## config.mk

```make
export PLATFORM = sky130hd
export DESIGN_NAME = dffram_wb_ctrl_flat
export DESIGN_NICKNAME = d
export VERILOG_FILES = /design/src/rtl/dffram_wb_pkg.sv /design/src/rtl/dffram_wb_ctrl_if.sv /design/src/rtl/dffram_wb_ctrl.sv /design/src/flat_wrapper.sv
export SDC_FILE = /design/constraint.sdc
export NUM_CORES = 1
export LEC_CHECK = 0
export CORE_MARGIN = 4
export CORE_UTILIZATION = 26
export DETAILED_ROUTE_END_ITERATION = 10
export PLACE_DENSITY = 0.77
export SLEW_MARGIN = 10
export SYNTH_ARGS = -nofsm -noshare
export SYNTH_HDL_FRONTEND = slang
export SYNTH_SLANG_ARGS = --single-unit
```

## constraint.sdc

```tcl
create_clock -name CLK -period 1.2 [get_ports CLK]
set_clock_uncertainty 0.05 [all_clocks]
set_input_delay 0.24 -clock CLK [delete_from_list [all_inputs] [get_ports CLK]]
set_output_delay 0.24 -clock CLK [all_outputs]
set_load 0.05 [all_outputs]
```

## src/rtl/dffram_wb_pkg.sv

```systemverilog
// Shared types and constants for the Wishbone front end of the DFFRAM macro.
// The ERR state exists only when WB_RAM_ERR_EN is defined.
package dffram_wb_pkg;

  localparam int DATA_W = 32;
  localparam int LANES  = 4;

  typedef enum logic [1:0] {
    IDLE    = 2'd0,
    RD_WAIT = 2'd1,
`ifdef WB_RAM_ERR_EN
    ACK     = 2'd2,
    ERR     = 2'd3
`else
    ACK     = 2'd2
`endif
  } state_t;

endpackage

```

## src/rtl/dffram_wb_ctrl_if.sv

```systemverilog
// Wishbone B4 classic slave-side bus bundle for dffram_wb_ctrl.
import dffram_wb_pkg::*;

interface dffram_wb_ctrl_if;
  logic              wbs_cyc_i;
  logic              wbs_stb_i;
  logic              wbs_we_i;
  logic [LANES-1:0]  wbs_sel_i;
  logic [31:0]       wbs_adr_i;
  logic [DATA_W-1:0] wbs_dat_i;
  logic              wbs_ack_o;
  logic              wbs_err_o;
  logic [DATA_W-1:0] wbs_dat_o;

  modport slave (
    input  wbs_cyc_i, wbs_stb_i, wbs_we_i, wbs_sel_i, wbs_adr_i, wbs_dat_i,
    output wbs_ack_o, wbs_err_o, wbs_dat_o
  );

  modport master (
    output wbs_cyc_i, wbs_stb_i, wbs_we_i, wbs_sel_i, wbs_adr_i, wbs_dat_i,
    input  wbs_ack_o, wbs_err_o, wbs_dat_o
  );
endinterface

```

## src/rtl/dffram_wb_ctrl.sv

```systemverilog
// Wishbone slave driving the single-port DFFRAM strobes; one access in flight.
// Define WB_RAM_ERR_EN to answer out-of-window addresses with an err pulse.
import dffram_wb_pkg::*;

module dffram_wb_ctrl #(
  parameter int          AW        = 9,
  parameter logic [31:0] BASE_ADDR = 32'h3000_0000
) (
  input  logic              CLK,
  input  logic              RST,
  dffram_wb_ctrl_if.slave   wb,
  output logic              ram_en0,
  output logic [LANES-1:0]  ram_we0,
  output logic [AW-1:0]     ram_a0,
  output logic [DATA_W-1:0] ram_di0,
  input  logic [DATA_W-1:0] ram_do0
);

  state_t             r_state;
  state_t             w_next;
  logic [DATA_W-1:0]  r_dat;
  logic               w_req;
  logic               w_hit;
  logic               w_en;
  logic [LANES-1:0]   w_we;
  logic               w_unused;

  assign w_req = wb.wbs_cyc_i & wb.wbs_stb_i;

`ifdef WB_RAM_ERR_EN
  assign w_hit    = (wb.wbs_adr_i[31:AW+2] == BASE_ADDR[31:AW+2]);
  assign w_unused = &{1'b0, wb.wbs_adr_i[1:0]};
`else
  assign w_hit    = 1'b1;
  assign w_unused = &{1'b0, wb.wbs_adr_i[1:0], wb.wbs_adr_i[31:AW+2], BASE_ADDR};
`endif

  // RAM strobes are only ever issued from IDLE; every other state is quiet.
  always_comb begin
    w_next = r_state;
    w_en   = 1'b0;
    w_we   = '0;
    case (r_state)
      IDLE: begin
        if (w_req) begin
`ifdef WB_RAM_ERR_EN
          if (!w_hit)
            w_next = ERR;
          else
`endif
          if (wb.wbs_we_i) begin
            w_en   = |wb.wbs_sel_i;
            w_we   = wb.wbs_sel_i;
            w_next = ACK;
          end else begin
            w_en   = 1'b1;
            w_next = RD_WAIT;
          end
        end
      end
      RD_WAIT: w_next = wb.wbs_cyc_i ? ACK : IDLE;
      ACK:     w_next = IDLE;
`ifdef WB_RAM_ERR_EN
      ERR:     w_next = IDLE;
`endif
      default: w_next = IDLE;
    endcase
  end

  assign ram_en0 = w_en & ~RST & w_hit;
  assign ram_we0 = RST ? '0 : w_we;
  assign ram_a0  = wb.wbs_adr_i[AW+1:2];
  assign ram_di0 = wb.wbs_dat_i;

  // Read data is captured only if the master is still in the cycle.
  always_ff @(posedge CLK or posedge RST) begin
    if (RST) begin
      r_state <= IDLE;
      r_dat   <= '0;
    end else begin
      r_state <= w_next;
      if (r_state == RD_WAIT && wb.wbs_cyc_i)
        r_dat <= ram_do0;
    end
  end

  assign wb.wbs_ack_o = (r_state == ACK);
  assign wb.wbs_dat_o = r_dat;
`ifdef WB_RAM_ERR_EN
  assign wb.wbs_err_o = (r_state == ERR);
`else
  assign wb.wbs_err_o = 1'b0;
`endif

endmodule

```

## src/flat_wrapper.sv

```systemverilog
// flat-port wrapper written by rule: the top's interface ports become plain ports
module dffram_wb_ctrl_flat 
#(
  parameter int          AW        = 9,
  parameter logic [31:0] BASE_ADDR = 32'h3000_0000
)
  (CLK, RST, ram_en0, ram_we0, ram_a0, ram_di0, ram_do0, wb_wbs_cyc_i, wb_wbs_stb_i, wb_wbs_we_i, wb_wbs_sel_i, wb_wbs_adr_i, wb_wbs_dat_i, wb_wbs_ack_o, wb_wbs_err_o, wb_wbs_dat_o);
  dffram_wb_ctrl_if wb_i ();
  input  logic CLK;
  input  logic RST;
  output logic ram_en0;
  output logic [LANES-1:0] ram_we0;
  output logic [AW-1:0] ram_a0;
  output logic [DATA_W-1:0] ram_di0;
  input  logic [DATA_W-1:0] ram_do0;
  input wire logic [$bits(wb_i.wbs_cyc_i)-1:0] wb_wbs_cyc_i;
  input wire logic [$bits(wb_i.wbs_stb_i)-1:0] wb_wbs_stb_i;
  input wire logic [$bits(wb_i.wbs_we_i)-1:0] wb_wbs_we_i;
  input wire logic [$bits(wb_i.wbs_sel_i)-1:0] wb_wbs_sel_i;
  input wire logic [$bits(wb_i.wbs_adr_i)-1:0] wb_wbs_adr_i;
  input wire logic [$bits(wb_i.wbs_dat_i)-1:0] wb_wbs_dat_i;
  output wire logic [$bits(wb_i.wbs_ack_o)-1:0] wb_wbs_ack_o;
  output wire logic [$bits(wb_i.wbs_err_o)-1:0] wb_wbs_err_o;
  output wire logic [$bits(wb_i.wbs_dat_o)-1:0] wb_wbs_dat_o;
  assign wb_i.wbs_cyc_i = wb_wbs_cyc_i;
  assign wb_i.wbs_stb_i = wb_wbs_stb_i;
  assign wb_i.wbs_we_i = wb_wbs_we_i;
  assign wb_i.wbs_sel_i = wb_wbs_sel_i;
  assign wb_i.wbs_adr_i = wb_wbs_adr_i;
  assign wb_i.wbs_dat_i = wb_wbs_dat_i;
  assign wb_wbs_ack_o = wb_i.wbs_ack_o;
  assign wb_wbs_err_o = wb_i.wbs_err_o;
  assign wb_wbs_dat_o = wb_i.wbs_dat_o;
  dffram_wb_ctrl #(.AW(AW), .BASE_ADDR(BASE_ADDR)) u_core (.CLK(CLK), .RST(RST), .wb(wb_i), .ram_en0(ram_en0), .ram_we0(ram_we0), .ram_a0(ram_a0), .ram_di0(ram_di0), .ram_do0(ram_do0));
endmodule
```

==> flow_metrics.env <==
export IMPL_outcome="finished, violations left"
export IMPL_violations="negative setup slack"
export IMPL_drc=0
export IMPL_fin_ws_ns=-0.4969
export IMPL_cts_sinks=34
export IMPL_path_delay_family="buffers and inverters"
export IMPL_pwr_density_cell_nw_per_um2=1933
export IMPL_synth_flop_cell="dfrtp_1"
export IMPL_grt_usage=0.1083
export IMPL_yosys_register_bits=34
export IMPL_cts_buffers_inserted=5
export IMPL_dieArea_sq_um=8246
export IMPL_portBuffers=78
export IMPL_cp_arrival_ns=1.82
export IMPL_root_buffer="clkbuf_8"
export IMPL_finalSetupTns_ns=-15.60
export IMPL_period_needed_ns=1.697
export IMPL_syn_area_sq_um=1783
export IMPL_areaGrowthSynthToFinish_pct=81.19
export IMPL_core_sq_um=6495
export IMPL_mostFrequentLayoutCells="buf_12, clkdlybuf4s50_1, dfrtp_1, mux2_4"
export IMPL_cts_htree_levels=2
export IMPL_ant_nets=0
export IMPL_critical_path_class="reg -> reg"
export IMPL_yosysWarnings=0
export IMPL_ir_drop_v=0.0008654
export IMPL_finalHoldWorstSlack_ns=0.4116
export IMPL_cts_tree="built"
export IMPL_synthArstFlopShare=1.000
export IMPL_syn_avg_cell_area_sq_um=13.82
export IMPL_rows=29
export IMPL_clockBufferDepth=2
export IMPL_synth_cells=129
export IMPL_ys_types=17
export IMPL_overflow=0
export IMPL_startpoint_type="register"
export IMPL_clk_latency_ns=0.28
export IMPL_antenna_cells=0
export IMPL_clock_fmax_mhz=589.3
export IMPL_dp_hpwl_um=3205
export IMPL_leakage_nw=1.528
export IMPL_synth_edf_count=0
export IMPL_via_count=1184
export IMPL_yosysTopAreaCell="dfrtp_1"
export IMPL_grt_pass1_vias=1276
export IMPL_syn_num_nets=234
export IMPL_rsz0062_at_grt="yes"
export IMPL_drv_slew=0
export IMPL_nNetsFinal=298
export IMPL_start_util=0.2745
export IMPL_synth_top_area_frac=0.4772
export IMPL_crit_required_ns=1.32
export IMPL_crit_slowest_cell="dfrtp_1"
export IMPL_critPathMaxFanout=7
export IMPL_grt_pass1_wl_um=6996
export IMPL_grt_max_degree=35
export IMPL_wl_per_cell_um=16.52
export IMPL_end_kind="register"
export IMPL_yosys_top_cells_area="dfrtp_1, mux2_4, buf_4"
export IMPL_cpPeakStageDelay_ns=0.40
export IMPL_drv_cap=0
export IMPL_period_share=1.414
export IMPL_antenna_found_initial=0
export IMPL_synth_seq_area_share=0.4772
export IMPL_gp_congestion=0.7447
export IMPL_routed_wl_um=4476
export IMPL_cp_num_buf_inv=5
export IMPL_clkTransAtPathRegs_ns=0.08
export IMPL_die_w_um=90.81
export IMPL_first_iter_violations=7
export IMPL_setup_viol=38
export IMPL_final_common_cell="buf_12"
export IMPL_first_pass_iters=3
export IMPL_hold_class="in -> reg"
export IMPL_crit_chain="buf_4 > buf_6 > nand3b_4 > buf_4 > buf_6 > buf_12 > mux2_4"
export IMPL_hold_viol=0
export IMPL_drive_gt1_frac=0.5722
export IMPL_avgViaCountPerCell=4.369
export IMPL_die_h_um=90.81
export IMPL_ios=185
[final timing paths]
path	end	slack, ns	from	cells past startpoint
setup / recovery	u_core.wb.wbs_dat_o[10]	-0.50	u_core.r_state[1]	7
hold / removal	u_core.r_state[0]	0.41	wb_wbs_we_i	2
setup reg to reg	u_core.wb.wbs_dat_o[10]	-0.50	u_core.r_state[1]	7
hold reg to reg	u_core.wb.wbs_dat_o[12]	0.53	u_core.wb.wbs_dat_o[12]	1
max in group asynchronous	u_core.wb.wbs_dat_o[3]	0.47	RST	4
min in group asynchronous	u_core.r_state[1]	0.45	RST	4
[worst reg2reg max path: cells and delay by family, from the launching register on]
| family | cells | cell delay [ns] |
|---|---|---|
| buffers and inverters | 5 | 0.65 |
| DFF | 1 | 0.40 |
| muxes | 1 | 0.30 |
| and+or+nand+nor | 1 | 0.19 |
[cells in the mapped netlist (2+ instances only)]
master   number
mux2_2        2
dfrtp_1      34
nand2_1       4
buf_6         3
buf_4        42
mux2_4       30
nor3_1        4
[registers in the layout, summed over array words and instances, names as in the netlist]
name / flops
u_core.wb.wbs_dat_o: 32
u_core.r_state: 2
[kinds of logic (layout without fill, tap and decap cells)]
| group | Yosys count | in the layout | synth area share |
|---|---|---|---|
| AOI/OAI and AO/OA | 2 | 2 | 0.007016 |
| buffers and inverters | 46 | 111 | 0.1979 |
| DFF | 34 | 34 | 0.4772 |
| muxes | 32 | 32 | 0.2653 |
| other | 1 | 1 | 0.002103 |
| and+or+nand+nor | 14 | 14 | 0.05053 |
[report_power, final]
| part | switching, W | total, W | internal, W |
|---|---|---|---|
| registers | 0.000346 | 0.00179 | 0.00145 |
| clock network | 0.000456 | 0.00129 | 0.000833 |
| logic | 0.00144 | 0.00316 | 0.00173 |
| total | 0.00224 | 0.00624 | 0.00401 |
[layer usage]
| layer | GRT usage | vias to the layer above | wire length (um) |
|---|---|---|---|
| met5 | 0 | - | 0 |
| met3 | 0.04500 | 25 | 341 |
| met2 | 0.1717 | 57 | 2206 |
| met1 | 0.1309 | 583 | 1842 |
| li1 | - | 519 | - |
| met4 | 0.04146 | 0 | 86 |
[final cells by class]
class | count | area [sq um]
repair buffers | 102 | 1466
well taps | 77 | 96.34
clock inverters | 3 | 68.82
fillers | 521 | 3264
clock buffers | 5 | 68.82
flip-flops and latches | 34 | 850.8
inverters | 1 | 3.754
multi-input cells | 49 | 675.6
[repair_timing]
item / CTS / global route
hold buffers: 0 / 0
buffers inserted: 8 / 10
resized for setup: 11 / 13
setup endpoints to repair: 38 / 42
cloned: 2 / 0
endpoints found under the hold margin: 0 / 0
pin swaps: 6 / 1
[per-stage QoR]
stage          utilization  setup slack, ns  cell area (sq um)  power (W)  std cells
5_1_grt             0.4974          -0.5497               3231   0.006454        271
3_5_place_dp        0.4431          -0.6224               2878   0.004923        249
6_report            0.4974          -0.4969               3231   0.006245        271
3_3_place_gp        0.4431          -0.5353               2878   0.004885        249
2_1_floorplan            -          -0.3499               1857   0.003573        129
4_1_cts             0.4889          -0.5454               3176   0.006287        265
(Power assumes the default switching activity.)
